## config.mk

```make
export PLATFORM = sky130hd
export DESIGN_NAME = bilinear_resize_engine_p
export DESIGN_NICKNAME = d
export VERILOG_FILES = /design/src/rtl/bilinear_resize_engine_p.sv
export SDC_FILE = /design/constraint.sdc
export NUM_CORES = 1
export LEC_CHECK = 0
export BUFFER_PORTS_ARGS = -buffer_cell sky130_fd_sc_hd__clkbuf_2
export CORE_ASPECT_RATIO = 0.8
export CORE_MARGIN = 5
export CORE_UTILIZATION = 30
export DETAILED_ROUTE_END_ITERATION = 8
export SLEW_MARGIN = 20
export SYNTH_ARGS = -nofsm -noshare
export SYNTH_HDL_FRONTEND = slang
export SYNTH_SLANG_ARGS = --single-unit
```

## constraint.sdc

```tcl
create_clock -name clk -period 35.6 [get_ports clk]
set_clock_uncertainty 0.15 [all_clocks]
set_input_delay 7.12 -clock clk [delete_from_list [all_inputs] [get_ports clk]]
set_output_delay 7.12 -clock clk [all_outputs]
set_load 0.005 [all_outputs]
```

## src/rtl/bilinear_resize_engine_p.sv

```systemverilog
// bilinear_resize_engine_p: bilinear upscaler of an SW x SH SRAM region to an OUT_N x OUT_N grid.
// A four-slot pixel cache, indexed by coordinate parity, keeps every pixel of the current 2x2 window.
module bilinear_resize_engine_p #(
  parameter int DW       = 8,
  parameter int IMG_LOG2 = 6,
  parameter int FRAC     = 4,
  parameter int SCW      = 4
) (
  input  logic                  clk,
  input  logic                  RST_N,
  input  logic                  START,
  input  logic [IMG_LOG2-1:0]   H0,
  input  logic [IMG_LOG2-1:0]   V0,
  input  logic [SCW-1:0]        SW,
  input  logic [SCW-1:0]        SH,
  output logic                  REN,
  output logic [2*IMG_LOG2-1:0] ADDR,
  input  logic [DW-1:0]         R_DATA,
  output logic [DW-1:0]         O_DATA,
  output logic                  O_VALID,
  input  logic                  O_READY,
  output logic                  BUSY,
  output logic                  DONE,
  output logic                  ERR
);
  localparam int PW = FRAC + SCW;
  localparam int CW = (IMG_LOG2 > SCW ? IMG_LOG2 : SCW) + 1;
  localparam int MW = DW + FRAC + 1;
  localparam int AW = 2 * IMG_LOG2;
  localparam logic [FRAC:0] LAST = (FRAC+1)'(2**FRAC);

  typedef enum logic [2:0] {IDLE, FETCH, WAIT, CALC, OUT} state_t;

  state_t              r_state;
  logic [IMG_LOG2-1:0] r_h0, r_v0;
  logic [SCW-1:0]      r_sw, r_sh;
  logic [FRAC:0]       r_ox, r_oy;
  logic [PW-1:0]       r_px, r_py;
  logic [3:0]          r_vld;
  logic [AW-1:0]       r_tag [4];
  logic [DW-1:0]       r_pix [4];
  logic                r_pend;
  logic [1:0]          r_pslot;
  logic                r_ovalid, r_busy, r_done, r_err;
  logic [DW-1:0]       r_odata;

  logic                w_bad, w_row_end, w_last, w_more;
  logic [PW-1:0]       w_npx, w_npy, w_spx, w_spy;
  logic [FRAC-1:0]     w_fx, w_fy;
  logic [FRAC:0]       w_wx, w_wy;
  logic [IMG_LOG2-1:0] w_x0, w_x1, w_y0, w_y1;
  logic [3:0]          w_need, w_miss;
  logic [AW-1:0]       w_pa [4];
  logic [1:0]          w_slot [4];
  logic [1:0]          w_k;
  logic [DW-1:0]       w_top, w_bot, w_res;

  assign w_bad = (SW == '0) || (SH == '0) ||
                 (CW'(H0) + CW'(SW) > CW'(2**IMG_LOG2)) ||
                 (CW'(V0) + CW'(SH) > CW'(2**IMG_LOG2));

  // In OUT the window logic looks ahead at the next output so the hit/miss decision lands on the handshake edge.
  always_comb begin
    w_row_end = (r_ox == LAST);
    w_last    = w_row_end && (r_oy == LAST);
    w_npx     = w_row_end ? '0 : r_px + PW'(r_sw - 1'b1);
    w_npy     = w_row_end ? r_py + PW'(r_sh - 1'b1) : r_py;
    w_spx     = (r_state == OUT) ? w_npx : r_px;
    w_spy     = (r_state == OUT) ? w_npy : r_py;
    w_fx      = w_spx[FRAC-1:0];
    w_fy      = w_spy[FRAC-1:0];
    w_x0      = IMG_LOG2'(CW'(r_h0) + CW'(w_spx[PW-1:FRAC]));
    w_y0      = IMG_LOG2'(CW'(r_v0) + CW'(w_spy[PW-1:FRAC]));
    w_x1      = w_x0 + 1'b1;
    w_y1      = w_y0 + 1'b1;
    w_need    = {(|w_fx) && (|w_fy), |w_fy, |w_fx, 1'b1};
    for (int k = 0; k < 4; k++) begin
      w_pa[k]   = {(k >= 2) ? w_y1 : w_y0, (k % 2 == 1) ? w_x1 : w_x0};
      w_slot[k] = {w_pa[k][IMG_LOG2], w_pa[k][0]};
      w_miss[k] = w_need[k] && !(r_vld[w_slot[k]] && r_tag[w_slot[k]] == w_pa[k]);
    end
    w_k    = w_miss[0] ? 2'd0 : w_miss[1] ? 2'd1 : w_miss[2] ? 2'd2 : 2'd3;
    w_more = |(w_miss & ~(4'b0001 << w_k));
    w_wx   = LAST - {1'b0, w_fx};
    w_wy   = LAST - {1'b0, w_fy};
    w_top  = DW'((MW'(r_pix[w_slot[0]]) * MW'(w_wx) + MW'(r_pix[w_slot[1]]) * MW'(w_fx)) >> FRAC);
    w_bot  = DW'((MW'(r_pix[w_slot[2]]) * MW'(w_wx) + MW'(r_pix[w_slot[3]]) * MW'(w_fx)) >> FRAC);
    w_res  = DW'((MW'(w_top) * MW'(w_wy) + MW'(w_bot) * MW'(w_fy)) >> FRAC);
  end

  assign REN     = (r_state != FETCH);
  assign ADDR    = (r_state == FETCH) ? w_pa[w_k] : '0;
  assign O_DATA  = r_odata;
  assign O_VALID = r_ovalid;
  assign BUSY    = r_busy;
  assign DONE    = r_done;
  assign ERR     = r_err;

  always_ff @(posedge clk or negedge RST_N) begin
    if (!RST_N) begin
      r_state  <= IDLE;
      r_h0     <= '0;
      r_v0     <= '0;
      r_sw     <= '0;
      r_sh     <= '0;
      r_ox     <= '0;
      r_oy     <= '0;
      r_px     <= '0;
      r_py     <= '0;
      r_vld    <= '0;
      r_pend   <= 1'b0;
      r_pslot  <= '0;
      r_ovalid <= 1'b0;
      r_busy   <= 1'b0;
      r_done   <= 1'b0;
      r_err    <= 1'b0;
      r_odata  <= '0;
      for (int i = 0; i < 4; i++) begin
        r_tag[i] <= '0;
        r_pix[i] <= '0;
      end
    end else begin
      r_done <= 1'b0;
      r_err  <= 1'b0;
      r_pend <= 1'b0;
      if (r_pend) r_pix[r_pslot] <= R_DATA;
      case (r_state)
        IDLE: if (START) begin
          if (w_bad) r_err <= 1'b1;
          else begin
            r_h0    <= H0;
            r_v0    <= V0;
            r_sw    <= SW;
            r_sh    <= SH;
            r_ox    <= '0;
            r_oy    <= '0;
            r_px    <= '0;
            r_py    <= '0;
            r_vld   <= '0;
            r_busy  <= 1'b1;
            r_state <= FETCH;
          end
        end
        // The slot tag is claimed at issue time; its data lands one cycle later via r_pend.
        FETCH: begin
          r_tag[w_slot[w_k]] <= w_pa[w_k];
          r_vld[w_slot[w_k]] <= 1'b1;
          r_pend             <= 1'b1;
          r_pslot            <= w_slot[w_k];
          if (!w_more) r_state <= WAIT;
        end
        WAIT: r_state <= CALC;
        CALC: begin
          r_odata  <= w_res;
          r_ovalid <= 1'b1;
          r_state  <= OUT;
        end
        OUT: if (O_READY) begin
          r_ovalid <= 1'b0;
          if (w_last) begin
            r_done  <= 1'b1;
            r_busy  <= 1'b0;
            r_state <= IDLE;
          end else begin
            r_ox    <= w_row_end ? '0 : r_ox + 1'b1;
            r_oy    <= w_row_end ? r_oy + 1'b1 : r_oy;
            r_px    <= w_npx;
            r_py    <= w_npy;
            r_state <= (|w_miss) ? FETCH : CALC;
          end
        end
        default: r_state <= IDLE;
      endcase
    end
  end
endmodule
```

==> results.yml, run 1 <==
run_status:
  status: "completed"
logic_synthesis:
  ys_top_cells_by_area: "dfrtp_1 22%, fa_1 18%, ha_1 8.0%"
  syn_avg_cell_area_um2: 9.610
  syn-num-nets: 2014
  yosys_warnings: 0
  yosysMostFrequentCell: "inv_1"
  seq_area_frac_synth_pct: 22.29
  synthFlopType: "dfrtp_1"
  synth_xor_area_share_pct: 7.726
  ys_seq_elements: 148
  synthAdderAreaFrac_pct: 25.75
  synth_top_family_by_area: "adder cells"
  synth_cell_type_count: 80
  synth_edf_count: 0
  yosysTopAreaCell: "dfrtp_1"
  synth-simple-area-share_pct: 14.81
  async_flop_share_pct: 100.0
  netlist_top_cells_count: "239 x inv_1, 163 x nor2_1, 160 x nand2_1, 148 x dfrtp_1, 147 x fa_1"
  synth_cells: 1729
  syn_area_um2: 16620
  synth_top_area_share_pct: 22.29
  synth_compound_area_share_pct: 7.974
  synthMuxAreaShare_pct: 14.07
clocking:
  clkLatencyLatePin_ps: 450
  clock_sinks: 148
  cts_made_buffers: 17
  postCtsSetupBuffers: 0
  clk_pin_slew_worst_paths_ps: 70
  htree_levels: 4
  cts.path.max_buffers: 2
  root_buffer: "clkbuf_16"
  cts_resized: 0
  cts_tree: "built"
  cts_hold_buffers: 0
cells_and_area:
  finish.utilization_pct: 33.18
  fillers: 5628
  finalNetCount: 2038
  drive_gt1_share_pct: 16.59
  final_cell_count_no_fill: 2516
  area_delta_synth_final_pct: 9.849
  antenna_cells: 0
global_routing:
  grt_overflow: 0
  grt_first_pass_wirelength_mm: 68.84
  grt_max_degree: 85
  antenna_found_initial: 0
  grtUsageTotal_pct: 14.19
  grt_pass1_vias: 12240
placed_design:
  dpl.hpwl_mm: 33.41
  portBuffers: 56
  placed_cells: 2484
  gp_congestion: 0.8775
floorplan:
  pin_count: 57
  die_w_um: 273.1
  core.rowCount: 77
  die_y_um: 220.5
  die_area_um2: 60220
  initial_core_util_pct: 30.20
  core_area_um2: 55010
worst_setup_path:
  slowest_delay_ps: 770
  r2r_end: "O_DATA[7]$_DFFE_PN0P_"
  crit_end: "ADDR[7]"
  worst_setup_path_start_kind: "register"
  rrSetupSlack_ps: 22190
  path_max_fanout: 84
  reg2reg_depth: 46
  slowest_stage: "buf_4"
  critPathTopFamily: "simple AND/OR/NAND/NOR gates"
  crit_type: "register to output port"
  crit_path_end_kind: "output port"
  r2r_start: "r_sw[0]$_DFFE_PN0P_"
  startpoint: "r_sw[0]$_DFFE_PN0P_"
  arrival_ps: 6960
  crit_cells: 20
  crit_chain: "inv_1 > ha_1 > nor3b_1 > ha_1 > xnor2_1 > nand2_1 > nand2_1 > ha_4 > buf_4 > mux4_2 > xnor2_1 > nand3_1 > nor3_1 > nand4_1 > o31ai_4 > and2_1 > nor2_1 > a21oi_1 > and2_1 > clkbuf_2"
  required_ps: 28330
  cp_num_buf_inv: 3
drt:
  drtAntennaViolNets: 0
  routedWlPerCell_um: 16.64
  wirelength_mm: 41.86
  drt_pre_antenna_iters: 5
  dr_total_vias: 12270
  viasPerCell: 4.877
  drtIter0Drc: 993
  drc: 0
timing:
  period_minus_slack_ps: 14230
  worstMarginPinSlew_ps: 1118
  fin_crit_sh_pct: 39.98
  maxSlewViolCount: 0
  tns_ps: 0
  fmax_mhz: 70.26
  rsz0062_at_grt: "no"
  final-hold-violation-count: 0
  slew_headroom_pct: 25.49
  setup_viol: 0
job:
  drv_cap: 0
min_path:
  hold_path.class: "register to register"
==> stage by stage <==
| stage | setup WS [ps] | hold slack [ps] | cell area (µm²) |
|---|---|---|---|
| CTS | 21150 | 333.8 | 18250 |
| finish | 21370 | 327.9 | 18250 |
| detailed placement | 21660 | 316.6 | 17660 |
| global placement | 21920 | 310.3 | 17660 |
| global route | 20800 | 352.2 | 18250 |
| floorplan | 23020 | 293.7 | 16620 |
==> kinds of logic after synthesis <==
group / after synthesis
simple gates: 519
flops: 148
fa+ha+maj: 254
mux: 173
xor+xnor: 132
compound gates: 197
buf+inv: 306
==> how the worst min path moves through the flow <==
stage	from	endpoint	slack, ps	cells past startpoint
finish	r_tag[30]$_DFFE_PN0P_	r_tag[30]$_DFFE_PN0P_	330	1
detailed placement	r_vld[1]$_DFFE_PN0P_	r_vld[1]$_DFFE_PN0P_	320	2
floorplan	r_tag[30]$_DFFE_PN0P_	r_tag[30]$_DFFE_PN0P_	290	1
CTS	r_vld[1]$_DFFE_PN0P_	r_vld[1]$_DFFE_PN0P_	330	2
global placement	r_vld[1]$_DFFE_PN0P_	r_vld[1]$_DFFE_PN0P_	310	2
global route	r_tag[30]$_DFFE_PN0P_	r_tag[30]$_DFFE_PN0P_	350	1
==> layer usage <==
layer,wire length [µm],global-route usage [%],part of all wire [%],vias to the layer above
met5,0,0,0,-
met4,337,2.152,0.80,0
met3,2645,2.613,6.3,24
met2,17190,20.00,41,341
met1,21690,22.82,52,6141
li1,-,-,-,5764
==> sequential cells by signal (all words and copies together), names as in the netlist, 5 cells and up <==
register	cells
r_tag	48
r_pix	32
O_DATA	8
r_px	8
r_py	8
r_h0	6
r_v0	6
r_ox	5
r_oy	5
==> layout make-up <==
type	count	area (µm²)	area share [%]
Clock inverter	14	163.9	0.8980
Timing Repair Buffer	71	399.1	2.187
Clock buffer	18	429.2	2.351
Multi-Input combinational cell	1275	11720	64.20
Inverter	240	900.9	4.936
Tap cell	750	938.4	5.141
Sequential cell	148	3704	20.29
==> cell usage in the layout, fill, tap and decap left out, drive strengths merged, types with 9 or more instances in the layout <==
| cell type | netlist | layout |
|---|---|---|
| nor2b | 29 | 29 |
| nor3 | 18 | 18 |
| a21o | 10 | 10 |
| mux2i | 25 | 25 |
| a21oi | 47 | 47 |
| o21bai | 9 | 9 |
| mux2 | 113 | 113 |
| or2 | 27 | 27 |
| nand3 | 25 | 25 |
| nor2 | 165 | 165 |
| nand2b | 18 | 18 |
| buf | 27 | 16 |
| mux4 | 35 | 35 |
| ha | 106 | 106 |
| nand4 | 9 | 9 |
| o211ai | 9 | 9 |
| inv | 240 | 247 |
| fa | 147 | 147 |
| o21ai | 57 | 57 |
| xnor2 | 83 | 83 |
| and3 | 9 | 9 |
| dfrtp | 148 | 148 |
| xor2 | 41 | 41 |
| clkbuf | 39 | 73 |
| and2 | 26 | 26 |
| nand2 | 160 | 160 |
Power of run 1 is left out: the tool's default activity adds up to more than one toggle a clock period on the data nets, which glitch-free logic cannot reach.
==> run 2: changes to the inputs <==
==> constraint.sdc (replaced) <==
create_clock -name clk -period 14.7 [get_ports clk]
set_clock_uncertainty 0.15 [all_clocks]
set_input_delay 2.94 -clock clk [delete_from_list [all_inputs] [get_ports clk]]
set_output_delay 2.94 -clock clk [all_outputs]
set_load 0.005 [all_outputs]
==> run 2 against run 1 <==
Net effect: utilization about the same; final cell count about the same; critical path depth up 26; highest routed layer is now met5; first-iteration DRC count shrank 8.5%; setup slack got worse by 19000 ps; hold slack got worse by 6.4 ps; cell area is essentially flat; die area unchanged.
==> results.yml, run 2 (same netlist as run 1, synthesis figures left out) <==
placed_design:
  gp_congestion: 0.9038
  portBuffers: 56
  dpl.hpwl_mm: 32.74
global_routing:
  antenna_found_initial: 4
  grtUsageMet1_pct: 21.37
  grt_overflow: 0
  grt-busiest-layer: "met1"
  grtUsageMet2_pct: 20.90
  grt_first_pass_wirelength_mm: 68.50
  grt_max_degree: 83
  grt_pass1_vias: 12490
  use_met3_pct: 3.036
  grtUsageTotal_pct: 14.10
worst_setup_path:
  required_ps: 14850
  cp_common_cell: "fa_1"
  slowest_delay_ps: 560
  path_max_fanout: 36
  crit_path_end_kind: "register"
  cp_num_buf_inv: 8
  slowest_stage: "fa_1"
  critPathTopFamily: "adder cells"
  arrival_ps: 12330
  crit_type: "register to register"
  worst_setup_path_start_kind: "register"
  crit_cells: 46
  reg2reg_depth: 46
timing:
  final-hold-violation-count: 0
  rsz0062_at_grt: "no"
  fin_crit_sh_pct: 82.85
  maxSlewViolCount: 0
  period_minus_slack_ps: 12180
  worstMarginPinSlew_ps: 1167
  fmax_mhz: 82.11
  slew_headroom_pct: 21.97
  setup_viol: 0
  tns_ps: 0
drt:
  wirelength_mm: 41.56
  dr_total_vias: 12200
  drt_pre_antenna_iters: 5
  routedWlPerCell_um: 16.51
  drc: 0
  drtAntennaViolNets: 0
  viasPerCell: 4.846
  drtIter0Drc: 909
min_path:
  hold_depth: 1
  hold_path.class: "register to register"
clocking:
  root_buffer: "clkbuf_16"
  cts_tree: "built"
  cts_made_buffers: 17
  cts_resized: 0
  cts.path.max_buffers: 2
  clk_pin_slew_worst_paths_ps: 60
  clkLatencyLatePin_ps: 450
  cts_hold_buffers: 0
  postCtsSetupBuffers: 0
  clock_sinks: 148
  htree_levels: 4
cells_and_area:
  final_common_cell: "inv_1"
  regMostFlops: "r_tag"
  drive_gt1_share_pct: 16.53
  finalNetCount: 2040
  reg_top3: "r_tag x48, r_pix x32"
  area_delta_synth_final_pct: 9.744
  antenna_cells: 0
  largest_reg_flops: 48
  final_cell_mix: "239 x inv_1, 163 x nor2_1, 160 x nand2_1"
floorplan:
  die_w_um: 273.1
  die_area_um2: 60220
  pin_count: 57
  initial_core_util_pct: 30.20
  core_area_um2: 55010
  die_y_um: 220.5
  core.rowCount: 77
job:
  drv_cap: 0
run_status:
  status: "completed"
## run 2: cell count changes in the layout (fill, tap and decap cells not counted)
cell,delta
clkinv_4,-4
clkinvlp_4,+3
buf_4,+2
clkinv_2,+2
inv_6,-2
bufinv_16,-1
clkbuf_1,+1
clkbuf_8,+1
inv_1,+1
inv_2,-1
inv_8,-1
o2111ai_2,-1
o2111ai_4,+1
## run 2: stage by stage
step	setup slack, ps	instances	hold WS [ps]	area (µm²)	utilization [%]
final	2521	2517	321.4	18240	33.15
after detailed placement	2492	2486	314.9	17670	32.13
after global routing	1583	2517	346.8	18240	33.15
after global placement	2787	2486	312.7	17670	32.13
after CTS	2471	2517	329.0	18220	33.13
after floorplan	2115	1729	293.7	16620	-
## run 2: metal layers
layer	vias up	part of all wire [%]
met5	-	0.096
met4	6	1.0
met3	36	6.2
met2	308	42
met1	6084	50
li1	5764	-
## run 2: worst paths after layout
kind	to	slack [ps]	startpoint
setup / recovery	O_DATA[7]$_DFFE_PN0P_	2520	r_sw[0]$_DFFE_PN0P_
hold reg to reg	r_tag[30]$_DFFE_PN0P_	320	r_tag[30]$_DFFE_PN0P_
setup reg to reg	O_DATA[7]$_DFFE_PN0P_	2520	r_sw[0]$_DFFE_PN0P_
min in group asynchronous	r_tag[20]$_DFFE_PN0P_	2370	RST_N
hold / removal	r_tag[30]$_DFFE_PN0P_	320	r_tag[30]$_DFFE_PN0P_
max in group asynchronous	O_DATA[1]$_DFFE_PN0P_	10650	RST_N
## run 2: worst reg2reg max path, delay by kind of cell (launching register included)
family	cells	cell delay, ps
AOI/OAI and AO/OA	11	2120
xor gates and xnor gates	4	720
adders and majority gates	13	5610
buffers and inverters	8	950
DFF	1	400
and+or+nand+nor	10	2060
## run 2: area by class of cell
cell class	count	area, µm²
fillers	5584	36780
multi-input cells	1275	11730
flip-flops and latches	148	3704
well taps	750	938.4
inverters	240	900.9
clock buffers	20	446.7
repair buffers	73	414.1
clock inverters	11	102.6
Power of run 2 is left out for the same reason.
